File: src/rtl/div_unit.sv
// Sequential restoring divider: 2*WIDTH-bit dividend (hi/lo halves) by a WIDTH-bit divisor.
// One quotient bit per cycle; divide-by-zero and quotient overflow resolve in one cycle.
module div_unit #(
  parameter int WIDTH = 8
) (
  input  logic             clk,
  input  logic             rst,
  input  logic             start,
  input  logic [WIDTH-1:0] in_hi,
  input  logic [WIDTH-1:0] in_lo,
  input  logic [WIDTH-1:0] divisor,
  output logic             busy,
  output logic             done,
  output logic [WIDTH-1:0] quot,
  output logic [WIDTH-1:0] rem,
  output logic             div_zero,
  output logic             overflow
);

  localparam int CW = $clog2(WIDTH + 1);

  typedef enum logic [1:0] {
    IDLE,
    CALC,
    FIN
  } state_t;

  typedef enum logic {
    ERR_DZ,
    ERR_OVF
  } err_t;

  state_t           state;
  err_t             err;
  logic [WIDTH:0]   r_q;
  logic [WIDTH-1:0] q_q;
  logic [WIDTH-1:0] d_q;
  logic [WIDTH-1:0] lo_q;
  logic [CW-1:0]    count;

  logic [WIDTH:0]   r_shift;
  logic [WIDTH:0]   r_next;
  logic [WIDTH-1:0] q_next;

  // One restoring step. R is one bit wider than D so the shifted partial
  // remainder is never truncated before the compare.
  always_comb begin
    // NOTE: every combinational output gets a default first so no path can infer a latch.
    r_shift = (r_q << 1) | {{WIDTH{1'b0}}, q_q[WIDTH-1]};
    r_next  = r_shift;
    q_next  = q_q << 1;
    if (r_shift >= {1'b0, d_q}) begin
      r_next    = r_shift - {1'b0, d_q};
      q_next[0] = 1'b1;
    end
  end

  // NOTE: all state here uses non-blocking assignments so every register samples pre-edge values.
  always_ff @(posedge clk) begin
    if (rst) begin
      state    <= IDLE;
      err      <= ERR_DZ;
      r_q      <= '0;
      q_q      <= '0;
      d_q      <= '0;
      lo_q     <= '0;
      count    <= '0;
      busy     <= 1'b0;
      done     <= 1'b0;
      quot     <= '0;
      rem      <= '0;
      div_zero <= 1'b0;
      overflow <= 1'b0;
    end else begin
      done <= 1'b0;
      unique case (state)
        IDLE: begin
          if (start) begin
            d_q  <= divisor;
            lo_q <= in_lo;
            busy <= 1'b1;
            if (divisor == '0) begin
              err   <= ERR_DZ;
              state <= FIN;
            end else if (in_hi >= divisor) begin
              err   <= ERR_OVF;
              state <= FIN;
            end else begin
              r_q   <= {1'b0, in_hi};
              q_q   <= in_lo;
              count <= CW'(WIDTH);
              state <= CALC;
            end
          end
        end

        CALC: begin
          r_q   <= r_next;
          q_q   <= q_next;
          count <= count - 1'b1;
          // Results are written on the last iteration edge; no separate finish cycle.
          if (count == CW'(1)) begin
            quot     <= q_next;
            rem      <= r_next[WIDTH-1:0];
            div_zero <= 1'b0;
            overflow <= 1'b0;
            done     <= 1'b1;
            busy     <= 1'b0;
            state    <= IDLE;
          end
        end

        FIN: begin
          quot <= '1;
          if (err == ERR_DZ) begin
            rem      <= lo_q;
            div_zero <= 1'b1;
            overflow <= 1'b0;
          end else begin
            rem      <= '0;
            div_zero <= 1'b0;
            overflow <= 1'b1;
          end
          done  <= 1'b1;
          busy  <= 1'b0;
          state <= IDLE;
        end

        default: state <= IDLE;
      endcase
    end
  end

endmodule

File: config.mk
export PLATFORM = sky130hd
export DESIGN_NAME = div_unit
export DESIGN_NICKNAME = d
export VERILOG_FILES = /design/src/rtl/div_unit.sv
export SDC_FILE = /design/constraint.sdc
export NUM_CORES = 1
export LEC_CHECK = 0
export CAP_MARGIN = 20
export CORE_MARGIN = 2
export CORE_UTILIZATION = 45
export CTS_CLUSTER_SIZE = 25
export DETAILED_ROUTE_END_ITERATION = 6
export HOLD_SLACK_MARGIN = 0.08
export PLACE_DENSITY = 0.76
export SLEW_MARGIN = 25
export SYNTH_ARGS = -nofsm -noshare
export SYNTH_HDL_FRONTEND = slang
export SYNTH_SLANG_ARGS = --single-unit
File: constraint.sdc
create_clock -name clk -period 1.9 [get_ports clk]
set_input_delay 0.285 -clock clk [delete_from_list [all_inputs] [get_ports clk]]
set_output_delay 0.285 -clock clk [all_outputs]
set_load 0.01 [all_outputs]
Yosys cells after proc, flatten, opt, wreduce, memory -nomap -nowiden
Index checks and enable logic that the tools add are counted. W data, S select, Z words.

Flip-flop bits (word level): 59. Latch bits: 0. Bits in writable memories: 0. Bits in read-only memories: 0. Input bits: 27. Output and inout port bits: 20. Word-level logic and storage cells: 72. Memories: 0.

Add/subtract/negate cells: 2. Multiply operators: 0. Divide/modulo/power cells: 0. Magnitude comparators: 2. Eq/ne operators: 7. Shift-type cells: 0. Multiplexer cells: 35. Bitwise operators: 1. Reduce and logical (&&, ||, !) cells: 12.

Operators by type and width (number): $mux W8 (10); $pmux W8 S2 (4); $mux W4 (3); $ge A9 B8 Y1 (1); $or A9 B1 Y9 (1); $ge A8 B8 Y1 (1); $logic_not A8 Y1 (1); $mux W1 (8); $mux W2 (4); $ne A2 B2 Y1 const B (4); $pmux W4 S2 (1); $sub A8 B8 Y8 (1); $pmux W1 S2 (3); $reduce_and A2 Y1 (3); $reduce_and A3 Y1 (2); $reduce_bool A2 Y1 (3); $eq A4 B1 Y1 const B (1); $pmux W2 S2 (1); $reduce_and A4 Y1 (1); $sub A4 B1 Y4 const B (1); $pmux W1 S3 (1); $reduce_bool A3 Y1 (1); $eq A2 B1 Y1 const B (1); $eq A2 B2 Y1 const B (1); $logic_not A2 Y1 (1).

Depth between registers and ports, before layout
Gate-level depths: netlist of run 1.

Depth in word-level cells: 5. Mapped depth: 10. Depth with buffers taken out: 9.

Worst setup path before layout of run 1
Ideal clock, no wire load.

Path kind: reg-to-reg. Start: register d_q[1]. End: register r_q[0]. Library setup time: 91 ps. Data arrival time: 1945 ps. Data required time: 1809 ps. Path slack: -136 ps. Cell stages (with the launch flop): 9. Buffers on the path: 0. Period minus slack after synthesis: 2036 ps. Cells stage by stage: dfxtp_1 > inv_1 > ha_1 > nand2b_1 > a21oi_1 > o221a_1 > nor2_2 > or3_1 > a311oi_1.

Longest elaborated chain between the ends: 3.

Ends and longest elaborated chain: from (decl) (RTL line 37) `logic [WIDTH-1:0] d_q;`; from (signal assigned) (RTL line 79) `d_q <= divisor;`; $ge A9 B8 Y1 (RTL line 52) `if (r_shift >= {1'b0, d_q}) begin`; $mux W8 (RTL line 52); $pmux W8 S2 (RTL line 76) `unique case (state)`; to (signal assigned) (RTL line 89) `r_q <= {1'b0, in_hi};`; to (signal assigned) (RTL line 98) `r_q <= r_next;`; to (decl) (RTL line 35) `logic [WIDTH:0] r_q;`.

No other way between the ends. A chain may end at the register's enable or synchronous reset.

Final worst setup path of run 1
Start: register r_q[5]. End: register r_q[1].

Longest elaborated chain between the ends: 4.

Ends and longest elaborated chain: $or A9 B1 Y9 (RTL line 49) `r_shift = (r_q << 1) | {{WIDTH{1'b0}}, q_q[WIDTH-1]};`; $ge A9 B8 Y1 (RTL line 52); $mux W8 (RTL line 52); $pmux W8 S2 (RTL line 76).

No other way between the ends.

==> out/metrics.yaml, run 1 <==
global_routing:
  antenna_found_initial: 0
  grtUsageTotal_pct: 30.4
  grt_pass1_vias: 3898
  grt_max_degree: 58
  grt_overflow_total: 0
  grt_pass1_wl_mm: 20.1
layout:
  area.growth.synth_to_final_pct: 61.0
  drive_gt1_share_pct: 39.9
  final_area_sq_um: 5470
  antenna_cells: 0
  fillers: 460
  nNetsFinal: 592
clock_network:
  cts.sinks: 59
  htreeDepth: 3
  clock_latency_ns: 0.36
  cts_root_buffer: "clkbuf_8"
  clkTransAtPathRegs_ns: 0.08
  cts_max_path_buffers: 2
  cts_made_buffers: 9
  cts_tree: "done"
  postCtsHoldBufs: 0
sta:
  rsz0062_at_grt: "yes"
  finalSetupViolCount: 19
  period_minus_slack_ns: 2.27
  clock.fmax_mhz: 441
  worst_slew_pin_slew_ns: 0.694
  relSlewSlack_pct: 53.7
  hold_viol: 0
  post-route-period-util_pct: 119
  final_max_slew_viol_count: 0
  tns_ns: -4.41
  fin_skew_ns: 0.00943
  setup_ws_ns: -0.368
job:
  cap_viol_max_count: 0
placed_design:
  gp_congestion: 0.923
  pre_cts_ws_ns: -0.636
  port_buffers: 46
  dpl.hpwl_mm: 7.83
  dpl_cell_area_sq_um: 4460
yosys:
  ys_warn_count: 0
  yosys-top-cells-area: "dfxtp_1 35%, ha_1 8.1%, nor3_1 6.3%, a21oi_1 4.9%, nand2_1 4.4%"
  postSynthNetCount: 465
  netlist_instances: 415
  synth_top_family_by_area: "simple AND/OR/NAND/NOR gates"
  synth_edf_count: 0
  yosysMostFrequentCell: "dfxtp_1"
  synth_compound_area_share_pct: 24.1
  synth_xor_area_share_pct: 1.03
  synth_cell_type_count: 62
  synth-seq-cells: 59
  synthFlopType: "dfxtp_1"
  synthSimpleGateAreaFrac_pct: 24.4
  synthArstFlopShare_pct: 0
  synth.avg_cell_area_sq_um: 8.19
  synth_common_cells: "59 x dfxtp_1, 43 x nor3_1, 40 x nand2_1, 33 x a21oi_1, 31 x nor2_1"
  synth_area_sq_um: 3400
  synth_top_area_cell: "dfxtp_1"
  yosysSeqAreaShare_pct: 34.7
  synthDominantCellAreaShare_pct: 34.7
  synth.area.mux_share_pct: 0.294
  synth_fa_ha_area_share_pct: 8.69
run_status:
  violations: "negative setup slack"
  status: "complete, but fails checks"
power:
  ir_drop_v: 0.000497
  p_per_area_nw_per_um2: 1080
  p_leak_uw: 0.00220
floorplanning:
  initial_core_util_pct: 46.6
  core.rowCount: 31
  die_h_um: 90.9
  die_x_um: 90.9
  io_pins: 47
  dieArea_sq_um: 8270
  core-area_sq_um: 7290
drt:
  routedWlPerCell_um: 22.4
  drt_wl_total_mm: 14.5
  vias: 4220
  drt_iter0_drc: 568
  vias_per_cell: 6.53
  first_pass_iters: 6
  drc_errors: 0
  ant_nets: 0
setup_path:
  path_max_fanout: 5
  cp.arrival_ns: 2.54
  crit_type: "flop to flop"
  cp_data_required_time_ns: 2.17
  endpoint_kind: "flop"
  cp-start-kind: "flop"
min_path:
  hold_class: "input pin to flop"
[where the power goes]
| group | internal (uW) | switching [uW] | total, uW |
|---|---|---|---|
| Combinational | 1510 | 1510 | 3010 |
| Sequential | 1390 | 150 | 1540 |
| Clock | 747 | 600 | 1350 |
| Total | 3640 | 2260 | 5900 |
[sequential cells by signal (all words and copies together) (netlist names)]
register and cells:
state 2, r_q 8, err 1, q_q 8, quot 8, done 1, d_q 8, lo_q 8
overflow 1, count 4, div_zero 1, busy 1, rem 8
[critical path, stage by stage, from the launching register on]
cell and delay, ns:
dfxtp_4 0.37, ha_4 0.26, a21o_1 0.20, and2_4 0.15
or3_4 0.43, nor2_4 0.20, buf_4 0.15, buf_6 0.09
nand3_2 0.07, a311oi_2 0.25
[per-layer routing]
| metal | up-vias | track usage (%) | share of wire, % |
|---|---|---|---|
| met4 | 0 | 16.2 | 6.9 |
| met3 | 123 | 6.93 | 10 |
| met1 | 1974 | 37.0 | 37 |
| met5 | - | 0 | 0 |
| li1 | 1767 | - | - |
| met2 | 356 | 50.0 | 46 |
[cells in the final DEF, fill, tap and decap left out, drive strengths merged, types with 10 or more instances in the layout]
| cell | n |
|---|---|
| buf | 96 |
| dfxtp | 59 |
| nor3 | 46 |
| nand2 | 41 |
| a21oi | 33 |
| nor2 | 33 |
| clkdlybuf4s50 | 30 |
| inv | 27 |
| ha | 22 |
| a211oi | 16 |
| clkbuf | 11 |
| nor2b | 10 |
| o21ai | 10 |
[path summary, 6_finish.rpt]
kind	from	to	slack (ns)	depth (start not counted)
setup / recovery	r_q[5]	r_q[1]	-0.37	9
hold / removal	divisor[6]	d_q[6]	0.26	3
setup reg to reg	r_q[5]	r_q[1]	-0.37	9
hold reg to reg	lo_q[2]	lo_q[2]	0.47	2
[repair_timing]
action,in CTS,in global routing
pin swaps,34,38
endpoints found under the setup margin,30,30
resized for setup,76,59
setup buffers,14,19
gates cloned,0,1
[area by class of cell]
| cell class | instances | area (sq um) | area share [%] |
|---|---|---|---|
| Inverter | 26 | 97.6 | 1.78 |
| Timing Repair Buffer | 142 | 1270 | 23.2 |
| Multi-Input combinational cell | 304 | 2560 | 46.8 |
| Clock buffer | 9 | 124 | 2.26 |
| Clock inverter | 7 | 100 | 1.83 |
| Sequential cell | 59 | 1200 | 21.9 |
| Tap cell | 99 | 124 | 2.26 |
[cell families after synthesis]
family                   after synthesis
XOR/XNOR                               4
adder cells (fa/ha/maj)               23
multiplexers                           1
AO/OA/AOI/OAI                        112
flip-flops                            59
buffers and inverters                 52
AND/OR/NAND/NOR                      164
[metrics by stage]
stage	hold WS [ns]	util [%]	instances	power, uW
global placement	0.445	61.1	600	3370
detailed placement	0.447	61.1	600	3430
floorplan	0.413	-	415	2640
finish	0.260	75.1	646	5900
CTS	0.355	69.1	630	5130
global route	0.267	75.1	646	6070
(Power assumes the default switching activity.)
==> run 2: changes to the inputs <==
--- a/config.mk
+++ b/config.mk
@@ -5,7 +5,6 @@
 export SDC_FILE = /design/constraint.sdc
 export NUM_CORES = 1
 export LEC_CHECK = 0
-export CAP_MARGIN = 20
 export CORE_MARGIN = 2
 export CORE_UTILIZATION = 45
 export CTS_CLUSTER_SIZE = 25
==> constraint.sdc (replaced) <==
create_clock -name clk -period 1.9 [get_ports clk]
set_input_delay 0.285 -clock clk [delete_from_list [all_inputs] [get_ports clk]]
set_output_delay 0.285 -clock clk [all_outputs]
set_load 0.05 [all_outputs]
==> results of run 2 <==
Same layout as run 1 (identical final DEF). Status: complete, but fails checks: negative setup slack.
Among the figures that moved: total power 5900 uW -> 6090 uW
==> run 3: changes to the inputs <==
--- a/config.mk
+++ b/config.mk
@@ -6,11 +6,11 @@
 export NUM_CORES = 1
 export LEC_CHECK = 0
 export CORE_MARGIN = 2
-export CORE_UTILIZATION = 45
+export CORE_UTILIZATION = 50
 export CTS_CLUSTER_SIZE = 25
 export DETAILED_ROUTE_END_ITERATION = 6
 export HOLD_SLACK_MARGIN = 0.08
-export PLACE_DENSITY = 0.76
+export PLACE_DENSITY = 0.83
 export SLEW_MARGIN = 25
 export SYNTH_ARGS = -nofsm -noshare
 export SYNTH_HDL_FRONTEND = slang
==> run 3 against run 2 <==
Effect of this change:
- non-clock buffer count shrank 3
- largest power group unchanged
- fmax grew 3.1%
- the flow still finishes with violations (negative setup slack)
- critical path type unchanged
- first-iteration DRC count grew 8.3%
- sequential cell count is the same
- core utilization grew 4.8 points
- total power shrank 5.6%
==> out/metrics.yaml, run 3 (synthesis results as in run 1) <==
drt:
  ant_nets: 0
  routedWlPerCell_um: 23.4
  drt_wl_total_mm: 14.6
  first_pass_iters: 7
  vias: 4193
  drt_iter0_drc: 615
  drc_errors: 0
  vias_per_cell: 6.72
layout:
  antenna_cells: 0
  final_common_cell: "buf_4"
  fin_util_pct: 79.9
  nNetsFinal: 590
  drive_gt1_share_pct: 39.0
  fin_cells: 624
  mostFrequentLayoutCells: "84 x buf_4, 50 x dfxtp_1, 38 x nand2_1"
  area.growth.synth_to_final_pct: 57.0
clock_network:
  cts_tree: "done"
  clock_latency_ns: 0.35
  postCtsHoldBufs: 0
  cts_root_buffer: "clkbuf_8"
  htreeDepth: 3
  cts_made_buffers: 9
  cts.sinks: 59
  cts_max_path_buffers: 2
  clkTransAtPathRegs_ns: 0.07
placed_design:
  port_buffers: 46
  gp_congestion: 0.945
  placedCellCount: 587
  dpl.hpwl_mm: 7.72
  pre_cts_ws_ns: -0.631
floorplanning:
  dieArea_sq_um: 7470
  core-area_sq_um: 6680
  core.rowCount: 30
  die_x_um: 86.5
  die_h_um: 86.5
  initial_core_util_pct: 50.9
  io_pins: 47
sta:
  period_minus_slack_ns: 2.20
  rsz0062_at_grt: "yes"
  worst_slew_pin_slew_ns: 0.633
  hold_viol: 0
  finalSetupViolCount: 21
  hold_ws_ns: 0.405
  final_max_slew_viol_count: 0
  post-route-period-util_pct: 116
  setup_ws_ns: -0.299
  relSlewSlack_pct: 57.7
  fin_skew_ns: 0.0116
  clock.fmax_mhz: 455
setup_path:
  crit_start: "d_q[4]"
  path_max_fanout: 5
  cpMaxStageDelayCell: "dfxtp_2"
  cp-start-kind: "flop"
  cp_cell_sequence: "inv_2 -> ha_4 -> a21o_1 -> a31o_4 -> o221ai_4 -> and3_4 -> buf_4 -> o21ai_2 -> a21oi_1"
  regToRegSetupSlack_ns: -0.30
  r2r-start: "d_q[4]"
  cp_data_required_time_ns: 2.18
  crit_type: "flop to flop"
  cp.arrival_ns: 2.48
  endpoint_kind: "flop"
  slowest_delay_ns: 0.35
job:
  cap_viol_max_count: 0
global_routing:
  antenna_found_initial: 0
  grt_pass1_wl_mm: 19.9
  grt_overflow_total: 0
  grt_max_degree: 40
  grtUsageTotal_pct: 34.5
  grt_pass1_vias: 3787
power:
  p_leak_uw: 0.00216
  p_per_area_nw_per_um2: 1080
  ir_drop_v: 0.000614
run_status:
  violations: "negative setup slack"
  status: "complete, but fails checks"
min_path:
  hold_class: "input pin to flop"
  min_from: "rst"
==> run 3: cell types whose count changed in the layout (fill, tap and decap cells not counted), sizes merged <==
cell and change:
clkinv -3, dlymetal6s2s +3, buf -2, clkinvlp +2, bufinv -1, clkdlybuf4s15 -1, clkdlybuf4s50 -1, inv -1
o221ai +1
==> run 3: final cells by class <==
type / instances / area, sq um
Clock inverter: 4 / 50.0
Fill cell: 356 / 1340
Timing Repair Buffer: 139 / 1200
Tap cell: 80 / 100
Clock buffer: 11 / 151
Inverter: 26 / 97.6
Multi-Input combinational cell: 305 / 2540
Sequential cell: 59 / 1190
==> run 3: critical path, delay by kind of cell, from the launching register on <==
family                     cells  cell delay (ns)
AOI/OAI and AO/OA              5             1.07
DFF                            1             0.35
and+or+nand+nor                1             0.30
adders and majority gates      1             0.23
buffers and inverters          2             0.18
==> run 3: what timing repair did <==
action / in CTS / in global routing
endpoints found under the setup margin: 30 / 37
cloned: 1 / 0
pin swaps: 22 / 24
gates resized for setup: 78 / 46
setup buffers: 10 / 11
==> run 3: worst paths after layout <==
check                           cells after the start  endpoint
worst min-delay path                                3    d_q[6]
worst max register to register                      9    rem[3]
worst max-delay path                                9    rem[3]
worst min register to register                      2    d_q[7]
==> run 3: metrics by stage <==
stage / area (sq um) / total power (uW) / setup TNS (ns)
floorplan: 3490 / 2830 / -0.0491
global placement: 4460 / 3540 / -11.57
detailed placement: 4460 / 3600 / -12.99
CTS: 5070 / 5220 / -1.39
global route: 5340 / 5870 / -4.44
finish: 5340 / 5750 / -4.13
==> run 3: power by group <==
part / switching (uW) / leakage [uW] / internal [uW] / total, uW
sequential: 137 / 0.000487 / 1390 / 1530
clock: 537 / 0.0000974 / 667 / 1200
combinational: 1680 / 0.00157 / 1340 / 3010
==> run 3: layer usage <==
layer	GRT usage (%)	wire length (um)	up-vias
li1	-	-	1772
met1	41.1	5140	1947
met2	58.0	6970	354
met3	8.29	1430	120
met4	17.0	1040	0
met5	0	0	-
==> RTL edit 1: new RTL, config.mk and constraints of run 3 <==
`WIDTH`: 8 -> 4.
--- a/src/rtl/div_unit.sv
+++ b/src/rtl/div_unit.sv
@@ -1,7 +1,7 @@
 // Sequential restoring divider: 2*WIDTH-bit dividend (hi/lo halves) by a WIDTH-bit divisor.
 // One quotient bit per cycle; divide-by-zero and quotient overflow resolve in one cycle.
 module div_unit #(
-  parameter int WIDTH = 8
+  parameter int WIDTH = 4
 ) (
   input  logic             clk,
   input  logic             rst,
Ports: changed (5 resized); port bits go from 47 to 27. The function was not compared with the original's and may differ.
==> RTL edit 1 against run 3 <==
  * The run still ends with setup timing left
  * Sequential cell count is 25 lower
  * Routed wire length is 60% lower
  * Total power is 55% lower
  * Setup slack better by 0.26 ns
  * Global-route usage is 7.4 points lower
  * Area after synthesis is 44% lower
  * Die area is 42% lower
  * Design area is 48% lower
  * Largest cell class unchanged
  * Largest power group unchanged
==> RTL edit 1: results (changes against run 3) <==
metric,value,unit,change
status,finished with violations,,unchanged
failing checks,setup timing,,unchanged
first-pass GRT wire length,8850,um,was 19900 um
clk_skew,0.00868,ns,was 0.0116 ns
vias in the first global route,1831,,was 3787
synth cell count leaders,"dfxtp_1 (34), a21oi_1 (22), inv_1 (20), nand2_1 (20)",,"was dfxtp_1 (59), nor3_1 (43), nand2_1 (40), a21oi_1 (33), nor2_1 (31)"
Synth cell types,53,,was 62
fraction of layout cells with a size suffix above 1,32.0,%,was 39.0%
startpoint types,register,,unchanged
Yosys warnings,0,,unchanged
drt via density,6.04,,was 6.72
initial antenna violation count,0,,unchanged
"Hold Violations, Final",0,,unchanged
Max Root-Sink Buffers,2,,unchanged
drt pass-1 iters,5,,was 7
worst slew pin tran,0.535,ns,was 0.633 ns
synth top area cells,"dfxtp_1 (36%), ha_1 (9.2%), a21oi_1 (5.8%)",,"was dfxtp_1 (35%), ha_1 (8.1%), nor3_1 (6.3%)"
routed via count,2049,,was 4193
Setup Buffers After CTS,3,,was 10
Iter 0 DRT Violations,206,,was 615
number of H-tree levels,2,,was 3
Worst-Skew Late Latency,0.29,ns,was 0.35 ns
"Seq/Total Area, Yosys",35.7,%,was 34.7%
WL/cell,17.4,um,was 23.4 um
Mapped Avg Cell Area,8.43,sq um,was 8.19 sq um
final setup fails,3,,was 21
critical path arrival,2.14,ns,was 2.48 ns
post-CTS sizing,13,,was 78
crit path max fanout,6,,was 5
static leakage,0.00110,uW,was 0.00216 uW
HP Class,input port to register,,unchanged
clk root buf,clkbuf_8,,unchanged
setup TNS,-0.0922,ns,was -4.13 ns
Placed Instance Area,0.00244,sq mm,was 0.00446 sq mm
asr flop ratio synth,0,%,unchanged
placed insts,324,,was 587
port bufs,26,,was 46
syn_nets,256,,was 465
P_int,1650,uW,was 3390 uW
pre-CTS setup slack,-0.450,ns,was -0.631 ns
Worst Slack Setup Final,-0.0386,ns,was -0.299 ns
Final HPWL DP,3700,um,was 7720 um
Peak VDD IR,0.630,mV,was 0.614 mV
GP Congestion,0.933,,was 0.945
largest net degree at the start of global routing,23,,was 40
Total GRT Usage,27.1,%,was 34.5%
CTS buffer count,5,,was 9
==> RTL edit 1: power by group through the flow <==
stage / clock [uW] / combinational (uW) / sequential [uW]
finish: 685 / 1060 / 859
global route: 734 / 1130 / 866
CTS: 681 / 920 / 847
detailed placement: 0 / 881 / 862
global placement: 0 / 863 / 860
floorplan: 0 / 460 / 971
==> RTL edit 1: critical path, stage by stage (launching register included) <==
cell and delay (ns):
dfxtp_2 0.34, inv_2 0.04, ha_2 0.17, or4_4 0.49, a21oi_4 0.21, o21a_1 0.19
nor3_2 0.06, o41ai_2 0.33
==> RTL edit 1: final cells by class <==
cell class              count  area [sq um]
repair buffers             66           569
well taps                  48          60.1
clock inverters             3          45.0
multi-input cells         163          1270
inverters                  20          75.1
clock buffers               5          68.8
flip-flops and latches     34           689
fillers                   234           886
==> RTL edit 1: path summary, 6_finish.rpt <==
kind / startpoint / end / slack, ns / depth (start not counted)
setup / recovery: d_q[2] / r_q[2] / -0.04 / 7
hold / removal: divisor[1] / d_q[1] / 0.31 / 3
setup reg to reg: d_q[2] / r_q[2] / -0.04 / 7
hold reg to reg: lo_q[2] / lo_q[2] / 0.47 / 2
==> RTL edit 1: routing by layer <==
metal / track usage [%] / share of wire, %
met1: 35.9 / 41
met2: 43.1 / 49
met3: 6.34 / 6.6
met4: 9.11 / 2.4
met5: 0 / 0
==> RTL edit 1: kinds of logic after synthesis <==
| kind of cell | after synthesis | synth area share (%) |
|---|---|---|
| AND/OR/NAND/NOR | 78 | 20.4 |
| adder cells (fa/ha/maj) | 15 | 10.2 |
| multiplexers | 1 | 0.525 |
| flip-flops | 34 | 35.7 |
| XOR/XNOR | 1 | 0.460 |
| AO/OA/AOI/OAI | 68 | 26.8 |
| buffers and inverters | 29 | 5.91 |
==> RTL edit 2: new RTL, flow settings as in run 3 <==
Made on the original files. Re-encode `state_t` (3 states) as one-hot, 3 bits wide.
--- a/src/rtl/div_unit.sv
+++ b/src/rtl/div_unit.sv
@@ -19,10 +19,10 @@
 
   localparam int CW = $clog2(WIDTH + 1);
 
-  typedef enum logic [1:0] {
-    IDLE,
-    CALC,
-    FIN
+  typedef enum logic [2:0] {
+    IDLE = 3'b001,
+    CALC = 3'b010,
+    FIN  = 3'b100
   } state_t;
 
   typedef enum logic {
Check against the original RTL: same outputs for any inputs over 4 cycles, from zero or initial values and one cycle with rst high; so few cycles prove little.
==> RTL edit 2 against run 3 <==
  * The flow still finishes with violations (setup timing)
  * Total power is 23% lower
  * Critical path type unchanged
  * Design area is 6.4% lower
  * Hold slack worse by 0.19 ns
  * Clock power is 8% higher
  * Sequential cell count is 1 higher
  * Fmax is 2.2% lower
  * Area after synthesis is 8.0% lower
  * Routed wire length is 12% lower
  * Via count is 11% lower
  * Utilization is 3.5 points higher
  * Setup slack worse by 0.048 ns
  * Die area is 7.6% lower
  * Combinational power is 43% lower
==> RTL edit 2: results (changes against run 3) <==
metric,value,unit,change
Switching Share,34.5,%,was 40.9%
slowest CP cell,or4_4,,was dfxtp_2
status,finished with violations,,unchanged
clk_skew,0.0147,ns,was 0.0116 ns
met1 Resource Use GR,36.9,%,was 41.1%
mux cell area share after synthesis,1.92,%,was 0.294%
XOR/XNOR share of the synthesized area,1.40,%,was 1.03%
Yosys reg bits,60,,was 59
Signal buf overhead,22.8,%,was 22.5%
Layout area overhead,59.7,%,was 57.0%
clk pwr,1300,uW,was 1200 uW
routed length on met3,1310,um,was 1430 um
Compound-Gate Fraction of Synth Area,23.1,%,was 24.1%
Buffers excl. clock,129,,was 139
Total GRT Usage,30.6,%,was 34.5%
CP peak stage delay,0.56,ns,was 0.35 ns
final setup fails,18,,was 21
P_int,2900,uW,was 3390 uW
vias in the first global route,3464,,was 3787
Slew HR,63.5,%,was 57.7%
Placed Instance Area,0.00409,sq mm,was 0.00446 sq mm
Layout clock area frac,4.33,%,was 3.77%
routed via count,3750,,was 4193
setup TNS,-2.96,ns,was -4.13 ns
Routed WL,12900,um,was 14600 um
synth cell count leaders,"nand2_1 (67), dfxtp_1 (60), a21oi_1 (38), nor2_1 (24), inv_1 (22)",,"was dfxtp_1 (59), nor3_1 (43), nand2_1 (40), a21oi_1 (33), nor2_1 (31)"
placed insts,536,,was 587
Final HPWL DP,6400,um,was 7720 um
syn_nets,425,,was 465
Worst Slack Setup Final,-0.348,ns,was -0.299 ns
asr flop ratio synth,0,%,unchanged
GP Congestion,0.824,,was 0.945
Syn Inst Count,379,,was 415
static leakage,0.00198,uW,was 0.00216 uW
fillers,310,,was 356
met1 WL,4620,um,was 5140 um
met3 Use GR,7.95,%,was 8.29%
WL met2,6190,um,was 6970 um
CTS buffer count,9,,unchanged
pre-CTS setup slack,-0.700,ns,was -0.631 ns
share of cell area taken by multi-input logic gates,45.0,%,was 47.7%
Synth Area in Adders,7.84,%,was 8.69%
largest net degree at the start of global routing,46,,was 40
non-clock inverter count in the final layout,22,,was 26
crit path max fanout,6,,was 5
multi-input gate count,276,,was 305
Synth cell types,56,,was 62
GR Util met2,51.6,%,was 58.0%
# clk buffers,10,,was 11
WL/cell,22.3,um,was 23.4 um
sequential cell area share,24.3,%,was 22.3%
failing checks,setup timing,,unchanged
"Seq/Total Area, Yosys",38.4,%,was 34.7%
Peak VDD IR,0.922,mV,was 0.614 mV
first-pass GRT wire length,16800,um,was 19900 um
fraction of layout cells with a size suffix above 1,37.2,%,was 39.0%
synth top area cells,"dfxtp_1 (38%), nand2_1 (8.0%), ha_1 (7.2%)",,"was dfxtp_1 (35%), ha_1 (8.1%), nor3_1 (6.3%)"
[RTL edit 2: changes by cell type in the layout (fill, tap and decap cells not counted), sizes merged, moves of 7 or more]
cell    before  now
nor3        46   12
nand2       41   67
a31oi        1   12
a211oi      16    6
buf         94   84
nor2        33   24
a21oi       33   41
nand4        8    1
nor2b       10    3
[RTL edit 2: final timing paths]
kind                    from      to  slack [ns]  cells after the start
hold reg to reg       d_q[2]  d_q[2]        0.46                      2
setup reg to reg      r_q[2]  r_q[6]       -0.35                      6
setup / recovery      r_q[2]  r_q[6]       -0.35                      6
hold / removal    divisor[0]  d_q[0]        0.22                      3
[RTL edit 2: what timing repair did]
| item | CTS | global route |
|---|---|---|
| resized for setup | 51 | 60 |
| setup endpoints to repair | 29 | 31 |
| gates cloned | 2 | 0 |
| pin swaps | 21 | 33 |
| hold buffers | 0 | 0 |
| buffers inserted | 21 | 4 |
